--- config.mk ---
export PLATFORM = sky130hd
export DESIGN_NAME = reg_file
export DESIGN_NICKNAME = d
export VERILOG_FILES = /design/src/rtl/reg_file_pkg.sv /design/src/rtl/reg_file_read_port.sv /design/src/rtl/reg_file.sv
export SDC_FILE = /design/constraint.sdc
export NUM_CORES = 2
export LEC_CHECK = 0
export ABC_CLOCK_PERIOD_IN_PS = 76600
export BUFFER_PORTS_ARGS = -buffer_cell sky130_fd_sc_hd__buf_4
export CORE_ASPECT_RATIO = 0.75
export CORE_MARGIN = 2
export CORE_UTILIZATION = 48
export CTS_BUF_LIST = sky130_fd_sc_hd__clkbuf_4
export CTS_CLUSTER_SIZE = 24
export DETAILED_ROUTE_END_ITERATION = 8
export PLACE_DENSITY_LB_ADDON = 0.15
export SYNTH_ARGS = -nofsm -noshare
export SYNTH_HDL_FRONTEND = slang
export SYNTH_HIERARCHICAL = 1
export SYNTH_SLANG_ARGS = --single-unit
--- constraint.sdc ---
create_clock -name clk -period 76.6 [get_ports clk]
set_clock_uncertainty 0.15 [all_clocks]
set_input_delay 15.32 -clock clk [delete_from_list [all_inputs] [get_ports clk]]
set_output_delay 15.32 -clock clk [all_outputs]
set_load 0.05 [all_outputs]
--- src/rtl/reg_file_pkg.sv ---
// Shared constants and helpers for the architectural register file / rename table.
//   XLEN     : data width of architectural registers
//   NREG     : number of architectural registers (x0 hardwired to zero)
//   TAG_W    : ROB tag width; tag value NO_DEP (0) means "operand ready"
//   IDX_W    : register index width actually decoded
package reg_file_pkg;

  localparam int XLEN  = 32;
  localparam int NREG  = 32;
  localparam int TAG_W = 5;
  localparam int IDX_W = 5;

  // ROB entry identifier
  typedef logic [TAG_W-1:0] rob_entry_t;

  localparam rob_entry_t NO_DEP = '0;

  // Issue hands over 6-bit register fields; only the low IDX_W bits name a register.
  function automatic logic [IDX_W-1:0] reg_idx(input logic [5:0] raw);
    return raw[IDX_W-1:0];
  endfunction

endpackage

--- src/rtl/reg_file_read_port.sv ---
// One operand lookup: register index -> (value, producing ROB tag).
//   idx          in  register index
//   regs, tags   in  current architectural values and rename tags (x1..x(NREG-1))
//   bypass_en    in  commit forwarding allowed this cycle
//   commit_rd/commit_tag/commit_value in  retiring instruction
//   v, q         out operand value and tag (q==0 -> v is final)
module reg_file_read_port
  import reg_file_pkg::*;
#(
  parameter int NREG  = reg_file_pkg::NREG,
  parameter int TAG_W = reg_file_pkg::TAG_W,
  parameter int XLEN  = reg_file_pkg::XLEN
) (
  input  logic [IDX_W-1:0] idx,
  input  logic [XLEN-1:0]  regs [1:NREG-1],
  input  logic [TAG_W-1:0] tags [1:NREG-1],
  input  logic             bypass_en,
  input  logic [IDX_W-1:0] commit_rd,
  input  logic [TAG_W-1:0] commit_tag,
  input  logic [XLEN-1:0]  commit_value,
  output logic [XLEN-1:0]  v,
  output logic [TAG_W-1:0] q
);

  always_comb begin
    v = '0;
    q = TAG_W'(NO_DEP);
    if (idx != '0) begin
      v = regs[idx];
      q = tags[idx];
      // Forward the retiring result only if it comes from the producer the
      // table still names; a newer rename of the same register keeps its tag.
      if (bypass_en && commit_rd == idx && tags[idx] == commit_tag) begin
        v = commit_value;
        q = TAG_W'(NO_DEP);
      end
    end
  end

endmodule

--- src/rtl/reg_file.sv ---
// Architectural register file plus rename-tag table.
//   clk, rst (async, active-high), rdy (global enable; low holds state)
//   rs1_to_reg/rs2_to_reg : operand indices (bit 5 ignored)
//   rd_to_reg, issue_valid, issue_tag : rename of rd at issue
//   Vj/Qj/Vk/Qk_from_reg : combinational operand value/tag, Q==0 means ready
//   commit_valid/commit_rd/commit_tag/commit_value : ROB retirement
//   flush : drop all renames
module reg_file
  import reg_file_pkg::*;
#(
  parameter int NREG  = reg_file_pkg::NREG,
  parameter int TAG_W = reg_file_pkg::TAG_W,
  parameter int XLEN  = reg_file_pkg::XLEN
) (
  input  logic             clk,
  input  logic             rst,
  input  logic             rdy,
  input  logic [5:0]       rs1_to_reg,
  input  logic [5:0]       rs2_to_reg,
  input  logic [5:0]       rd_to_reg,
  input  logic             issue_valid,
  input  logic [TAG_W-1:0] issue_tag,
  output logic [XLEN-1:0]  Vj_from_reg,
  output logic [XLEN-1:0]  Vk_from_reg,
  output logic [TAG_W-1:0] Qj_from_reg,
  output logic [TAG_W-1:0] Qk_from_reg,
  input  logic             commit_valid,
  input  logic [4:0]       commit_rd,
  input  logic [TAG_W-1:0] commit_tag,
  input  logic [XLEN-1:0]  commit_value,
  input  logic             flush
);

  logic [XLEN-1:0]  regs [1:NREG-1];
  logic [TAG_W-1:0] tags [1:NREG-1];

  logic [IDX_W-1:0] rs1_idx;
  logic [IDX_W-1:0] rs2_idx;
  logic [IDX_W-1:0] rd_idx;
  logic             bypass_en;
  logic             unused_hi_bits;

  assign rs1_idx = reg_idx(rs1_to_reg);
  assign rs2_idx = reg_idx(rs2_to_reg);
  assign rd_idx  = reg_idx(rd_to_reg);
  assign unused_hi_bits = ^{rs1_to_reg[5], rs2_to_reg[5], rd_to_reg[5]};

  // Forwarding is gated by reset so outputs read as zero for the whole reset window.
  assign bypass_en = rdy && commit_valid && !rst;

  always_ff @(posedge clk or posedge rst) begin
    if (rst) begin
      for (int r = 1; r < NREG; r++) begin
        regs[r] <= '0;
        tags[r] <= TAG_W'(NO_DEP);
      end
    end else if (rdy) begin
      for (int r = 1; r < NREG; r++) begin
        // Values retire even during a flush: committed results are architectural.
        if (commit_valid && commit_rd == IDX_W'(r))
          regs[r] <= commit_value;
        // Tag priority: flush, then a new rename, then clearing by the matching commit.
        if (flush)
          tags[r] <= TAG_W'(NO_DEP);
        else if (issue_valid && rd_idx == IDX_W'(r))
          tags[r] <= issue_tag;
        else if (commit_valid && commit_rd == IDX_W'(r) && tags[r] == commit_tag)
          tags[r] <= TAG_W'(NO_DEP);
      end
    end
  end

  reg_file_read_port #(.NREG(NREG), .TAG_W(TAG_W), .XLEN(XLEN)) u_rs1_port (
    .idx          (rs1_idx),
    .regs         (regs),
    .tags         (tags),
    .bypass_en    (bypass_en),
    .commit_rd    (commit_rd),
    .commit_tag   (commit_tag),
    .commit_value (commit_value),
    .v            (Vj_from_reg),
    .q            (Qj_from_reg)
  );

  reg_file_read_port #(.NREG(NREG), .TAG_W(TAG_W), .XLEN(XLEN)) u_rs2_port (
    .idx          (rs2_idx),
    .regs         (regs),
    .tags         (tags),
    .bypass_en    (bypass_en),
    .commit_rd    (commit_rd),
    .commit_tag   (commit_tag),
    .commit_value (commit_value),
    .v            (Vk_from_reg),
    .q            (Qk_from_reg)
  );

  // Tag 0 means "no dependency", so an issuing instruction can never be given it.
  a_issue_tag_nonzero: assert property (@(posedge clk) disable iff (rst)
    !(issue_valid && issue_tag == '0));

endmodule
-- Word level (Yosys, flattened, before mapping)
Cells that the tools add are included.
- register bits after elaboration: 1147
- bits of input ports: 71
- output and inout bits: 74
- word-level logic and storage cells: 471
- magnitude comparators: 2
- equal/unequal tests: 97
- muxes and demuxes: 113
- bitwise gates (word level): 2
- reduce and logical (&&, ||, !) cells: 195
- operators by type and width (cell ; number):
    $mux W5 ; 101
    $bmux W32 S5 ; 2
    $mux W32 ; 8
    $eq A5 B5 Y1 ; 35
    $eq A5 B5 Y1 const B ; 32
    $reduce_and A2 Y1 ; 62
    $logic_and A1 B1 Y1 ; 99
    $reduce_bool A3 Y1 ; 31
    $eq A5 B4 Y1 const B ; 16
    $bmux W5 S5 ; 2
    $eq A5 B3 Y1 const B ; 8
    $eq A5 B2 Y1 const B ; 4
    $ge A6 B6 Y1 const B ; 2
    $not A5 Y6 ; 2
    $eq A5 B1 Y1 const B ; 2
    $reduce_bool A5 Y1 ; 2
    $logic_not A1 Y1 ; 1

-- Depth between registers and ports, before layout
- depth after elaboration: 8
- mapped depth: 13

-- Modules after synthesis
Netlist, hierarchy kept.
- by module, submodules not included (module ; instances ; cells an instance ; area each (µm²) ; sequential area each (µm²)):
    reg_file ; 1 ; 3224 ; 46514.6 ; 28702.5
    reg_file_read_port ; 2 ; 710 ; 9885.7 ; 0.0

-- Worst setup path before layout
Ideal clock, no wire load.
- path kind: in2out
- start point: in rst
- end point: out Vj_from_reg[0]
- arrival time: 42.995 ns
- required time: 61.130 ns
- slack: 18.135 ns
- cell stages on the path: 10
- path buffers: 2
- cells stage by stage: inv_1 > and3_1 > nand2_1 > nor4_1 > mux2i_1 > a211oi_2 > and4_4 > buf_12 > buf_12 > mux2i_1
- cells in the longest elaborated chain, start to end: 6
- ends and longest elaborated chain (element ; RTL line ; text):
    start, declared ; reg_file.sv:16 ; input logic rst,
    $logic_not A1 Y1 (no source line) ; n/a ;
    $logic_and A1 B1 Y1 ; reg_file.sv:49 ; assign bypass_en = rdy && commit_valid && !rst;
    net bypass_en ; reg_file.sv:40 ; logic bypass_en;
    $logic_and A1 B1 Y1 (2 in series) ; reg_file_read_port.sv:33 ; if (bypass_en && commit_rd == idx && tags[idx] == commit_tag) begin
    $mux W32 ; reg_file_read_port.sv:33 ;
    $mux W32 ; reg_file_read_port.sv:28 ; if (idx != '0) begin
    end, declared ; reg_file.sv:23 ; output logic [XLEN-1:0] Vj_from_reg,
The timed path passes the listed nets, and every way through them passes these cells.

-- Final worst setup path
- start point: in rs2_to_reg[1]
- end point: out Vk_from_reg[29]
- cells in the longest elaborated chain, start to end: 8
- ends and longest elaborated chain (element ; RTL line ; text):
    start, declared ; reg_file.sv:19 ; input logic [5:0] rs2_to_reg,
    $not A5 Y6 (implied by the code) ; reg_file_read_port.sv:29, reg_file_read_port.sv:33 ;
    $bmux W5 S5 ; reg_file_read_port.sv:33 ;
    $mux W5 (implied by the code) (2 in series) ; reg_file_read_port.sv:33 ;
    $eq A5 B5 Y1 ; reg_file_read_port.sv:33 ;
    $logic_and A1 B1 Y1 ; reg_file_read_port.sv:33 ;
    $mux W32 ; reg_file_read_port.sv:33 ;
    $mux W32 * ; reg_file_read_port.sv:28 ;
    end, declared ; reg_file.sv:24 ; output logic [XLEN-1:0] Vk_from_reg,
Every way passes the cells marked *; elsewhere a longest branch is shown, timed or not. The select of a mux whose other input is x is not followed.

==> metrics list <==
- Slowest stage delay, CP: 0.91 ns
- From bottom edge to top edge, the die measures 326 um.
* Cts bufs inserted: roughly 320
- Hold is met by 0.358 ns.
- Summing the areas of all compound-gate instances in the mapped netlist gives 4.66% of the synthesized area.
- Global-route wire length before repair: 316000 um
- Global routing finished with a remaining overflow of 0.
* Number of port buffers: 141
- Least-Margin Pin Slew: 1.35 ns
- Ratio of cells with drive above 1 in the final layout: 48.7%
* Vias in the first global route: roughly 46k
- After synthesis, the mean cell area works out to 14.3 um2.
- In the synthesized netlist the dominant register cell turns out to be sky130_fd_sc_hd__dfrtp_1.
- Max-cap violations in this run came to 0.
* Result of the run: complete, no violations
- Synthesis-stage register bit count: 1147
- Number of max-slew violations in the final report: 0
- Combinational cells account for 21.1% of the total power.
- Seq pwr share: 46.0%
- Fmax: 27.6 MHz
- Most instantiated cells after synthesis: sky130_fd_sc_hd__dfrtp_1, sky130_fd_sc_hd__mux2_2, sky130_fd_sc_hd__mux4_2
- By instance count, the leading cell after synthesis is sky130_fd_sc_hd__dfrtp_1.
* Post-layout utilization of the core: 52.3%
* Clk buf depth: 4
- Post-synthesis async set-or-reset flop share: 100%
* H-tree level count: 5
* Leakage power: 31.5 nW
- Hold buffer count at CTS: 0
- Total of endpoints with negative setup slack in the final report: 0
- In this design, the largest share of critical-path delay is due to buffers and inverters.
- After detailed routing, the number of vias per cell comes to 6.62.
- At the end of the flow, the number of nets in the layout was 4784.
- The placed instances occupy a cell area of between 60000 and 70000 um2.
* Worst path arrival time: around 21 ns
- Post-synthesis instance area: ~66000 um2
- The pre-antenna-repair detailed-routing pass consisted of 8 iterations.
- The share of the Yosys chip area taken by registers is 43.3%.
* Horiz. Die Dim: 433 um
- The clock drives 1147 sinks.
- Switching Share: between 30% and 40%
* Remaining antenna violation count after routing: 0
- Yosys printed 6 warnings.
- Area overhead of the layout relative to synthesis: 8.58%
- Initial antenna violation count: 9
- Clock latency on the worst-skew pair: 1.32 ns
- Reg-to-reg critical path startpoint: tags[85]$_DFFE_PP0P_
- After Yosys synthesis, and, or, nand and nor cells account for ~3.9% of the synthesized area.
- During I/O placement, the number of pins put on the boundary was 145.
* CP endpoint kind: output pin
* Share of synthesized area spent on multiplexers: 42.4%
- Cell internal power was estimated by the tool at 1.14 mW.
- CTS tree: built
* Last weighted congestion value of the routability-driven placer: 0.900
* Largest net degree at the start of global routing: 184
- For this run, design rule violations remaining after detail routing come to 0.
- Netlist cell types: 74
- The cell count after synthesis came out at 4644.
* Startpoint Class: input port
* Critical Path RT: approximately 61 ns
- The critical path is of the input port to output pin type.
* Setup repair after global routing missed its margin: false
- Dividing the detail-routed wire length by the instance count gives about 31 um.
- Slowest-stage cell, CP: sky130_fd_sc_hd__buf_4
- For this design the total switching power over the nets is roughly 500 uW.
- Post-CTS clock slew at the launch and capture registers of the worst setup and hold paths: approximately 0.06 ns
* Most repeated library cell on the critical path: sky130_fd_sc_hd__buf_4
- The worst hold path begins at regs[698]$_DFFE_PP0P_.
- The synthesized design spends more area on one cell type than any other, namely sky130_fd_sc_hd__dfrtp_1.
- Synth area leaders: sky130_fd_sc_hd__dfrtp_1, sky130_fd_sc_hd__mux4_2, sky130_fd_sc_hd__mux2_2
- For this configuration, the core starts out at a cell density of 48.2%.
- Once layout is done, the placed cells without fillers occupy 72000 um2.
- WL final: 213000 um
* Hold violation count in the final report: 0
* Final HPWL from detailed placement: 116000 um
- The synthesized design contains 0 enable-type register cells.
- Slew headroom: 9.71%
- Share of the clock period used by the worst path after layout: 47.3%
- Core Rows: 118
- In this run the biggest area consumer among cell types represents 43.3% of the synthesized area.
* Crit path launch: rs2_to_reg[1]
- Type of the worst min-delay path: flip-flop to flip-flop
* Worst-case vdd ir drop: 0.0187 mV
- Via count: 44.8k
* Post-Synthesis Net Count: 4715
- The number of setup buffers added after CTS is 0.
* Power Total: 1.64 mW
- Global-route usage over all layers: 30.6%
* Count of fill cells added during filler insertion: ~12k
- In this run the worst path has a maximum fanout of 92.
* Areal power density over the cells: 22.8 nW/um2
* Die Footprint: 141000 um2
- Of the total synthesized cell area, the portion taken by full adders, half adders and majority gates is 0%.
* Proportion of power drawn by the clock network: between 30% and 40%
- After clock tree synthesis, the repair step resized 0 gates.
- Clock root buffer: sky130_fd_sc_hd__clkbuf_4
* Main combinational cell family by area after synthesis: multiplexers
* DRT iter0 DRCs: 4451
- The floorplan step defined a core boundary enclosing 138000 um2.
- After Yosys synthesis, XOR and XNOR cells account for 2.23% of the synthesized area.
- Fin Setup TNS: 0 ns
- Together, buffers and inverters on the worst path number 4.
- Worst-path cell chain: buf_8, buf_4, mux4_1, mux4_2, nor2_1, nor3_1, a211oi_2, and4_4, buf_4, mux2i_1, buf_4
- Subtracting the final worst setup slack from the clock period gives 36.22 ns.
cell families after synthesis:
group	after synthesis
buffers and inverters	491
and+or+nand+nor	528
xor gates and xnor gates	169
AOI/OAI and AO/OA	441
muxes	1868
DFF	1147
final timing paths:
kind / end / slack (ns) / depth (start not counted)
max: Vk_from_reg[29] / 40.38 / 11
min in group asynchronous: tags[61]$_DFFE_PP0P_ / 13.91 / 2
max reg2reg: tags[87]$_DFFE_PP0P_ / 74.63 / 4
min reg2reg: regs[698]$_DFFE_PP0P_ / 0.36 / 1
max in group asynchronous: regs[335]$_DFFE_PP0P_ / 58.36 / 6
min: regs[698]$_DFFE_PP0P_ / 0.36 / 1
cell usage in the layout (no fill, tap or decap), types with 5 or more instances in the layout:
master	synthesis	routed
sky130_fd_sc_hd__nor3_4	0	8
sky130_fd_sc_hd__xnor2_1	102	102
sky130_fd_sc_hd__nor2_1	26	23
sky130_fd_sc_hd__mux4_2	618	618
sky130_fd_sc_hd__mux4_1	24	24
sky130_fd_sc_hd__o21ai_0	210	210
sky130_fd_sc_hd__nand2b_1	11	10
sky130_fd_sc_hd__clkbuf_4	0	451
sky130_fd_sc_hd__mux2i_1	214	214
sky130_fd_sc_hd__buf_4	21	216
sky130_fd_sc_hd__nor3_1	32	32
sky130_fd_sc_hd__inv_2	3	5
sky130_fd_sc_hd__nand3_4	0	9
sky130_fd_sc_hd__mux2_2	997	997
sky130_fd_sc_hd__a22o_1	9	9
sky130_fd_sc_hd__clkinv_1	4	36
sky130_fd_sc_hd__xor2_1	67	67
sky130_fd_sc_hd__inv_1	6	5
sky130_fd_sc_hd__a311oi_1	6	6
sky130_fd_sc_hd__nand3_1	23	22
sky130_fd_sc_hd__dfrtp_1	1147	1147
sky130_fd_sc_hd__a41o_1	8	8
sky130_fd_sc_hd__and3_1	8	7
sky130_fd_sc_hd__o41ai_1	5	5
sky130_fd_sc_hd__or3_1	11	11
sky130_fd_sc_hd__or2_2	6	6
sky130_fd_sc_hd__o41ai_4	9	9
sky130_fd_sc_hd__nor2b_1	13	10
sky130_fd_sc_hd__a22oi_1	142	142
sky130_fd_sc_hd__clkinv_2	0	7
sky130_fd_sc_hd__diode_2	0	12
sky130_fd_sc_hd__nand2_1	310	306
sky130_fd_sc_hd__mux2_1	15	15
sky130_fd_sc_hd__nand4_1	13	13
sky130_fd_sc_hd__a32o_1	10	10
sky130_fd_sc_hd__nor4_1	19	19
sky130_fd_sc_hd__and2_1	5	6
through the flow:
stage | cells | worst slack, ns
final | 6760 | 40.38
after global routing | 6760 | 40.27
after CTS | 6748 | 40.42
after detailed placement | 6250 | 40.41
after global placement | 6250 | 40.39
after floorplan | 4644 | 18.13
flip-flops by register name, indices dropped and copies added, names as in the netlist:
signal  flops
regs      992
tags      155
cell type report:
type	count	area, um2	area share (%)
tap	1860	2330	3.23
inverter	13	71.3	0.0991
antenna	12	30.0	0.0417
clock inverter	47	262	0.363
clock buffer	451	3390	4.70
sequential	1147	28700	39.9
multi-input combinational	3006	35500	49.3
timing repair buffer	224	1740	2.42
per-layer routing:
metal  track usage, %  wire length, um
met1             43.4            90500
met2             45.7            96100
met3             6.98            17400
met4             12.6             8560
met5                0                7
power by group through the flow:
stage	combinational (mW)	clock [mW]	sequential (mW)
after global placement	0.339	0	0.758
final	0.346	0.540	0.755
after CTS	0.345	0.554	0.752
after floorplan	0.269	0	0.743
after global routing	0.368	0.587	0.766
after detailed placement	0.345	0	0.763
worst register-to-register path: cells and delay by family (launching register included):
family,cells,cell delay [ns]
compound gates,2,0.93
xor+xnor,1,0.16
flops,1,0.44
simple gates,1,0.10
No activity file was read; power rests on OpenSTA's default activity.
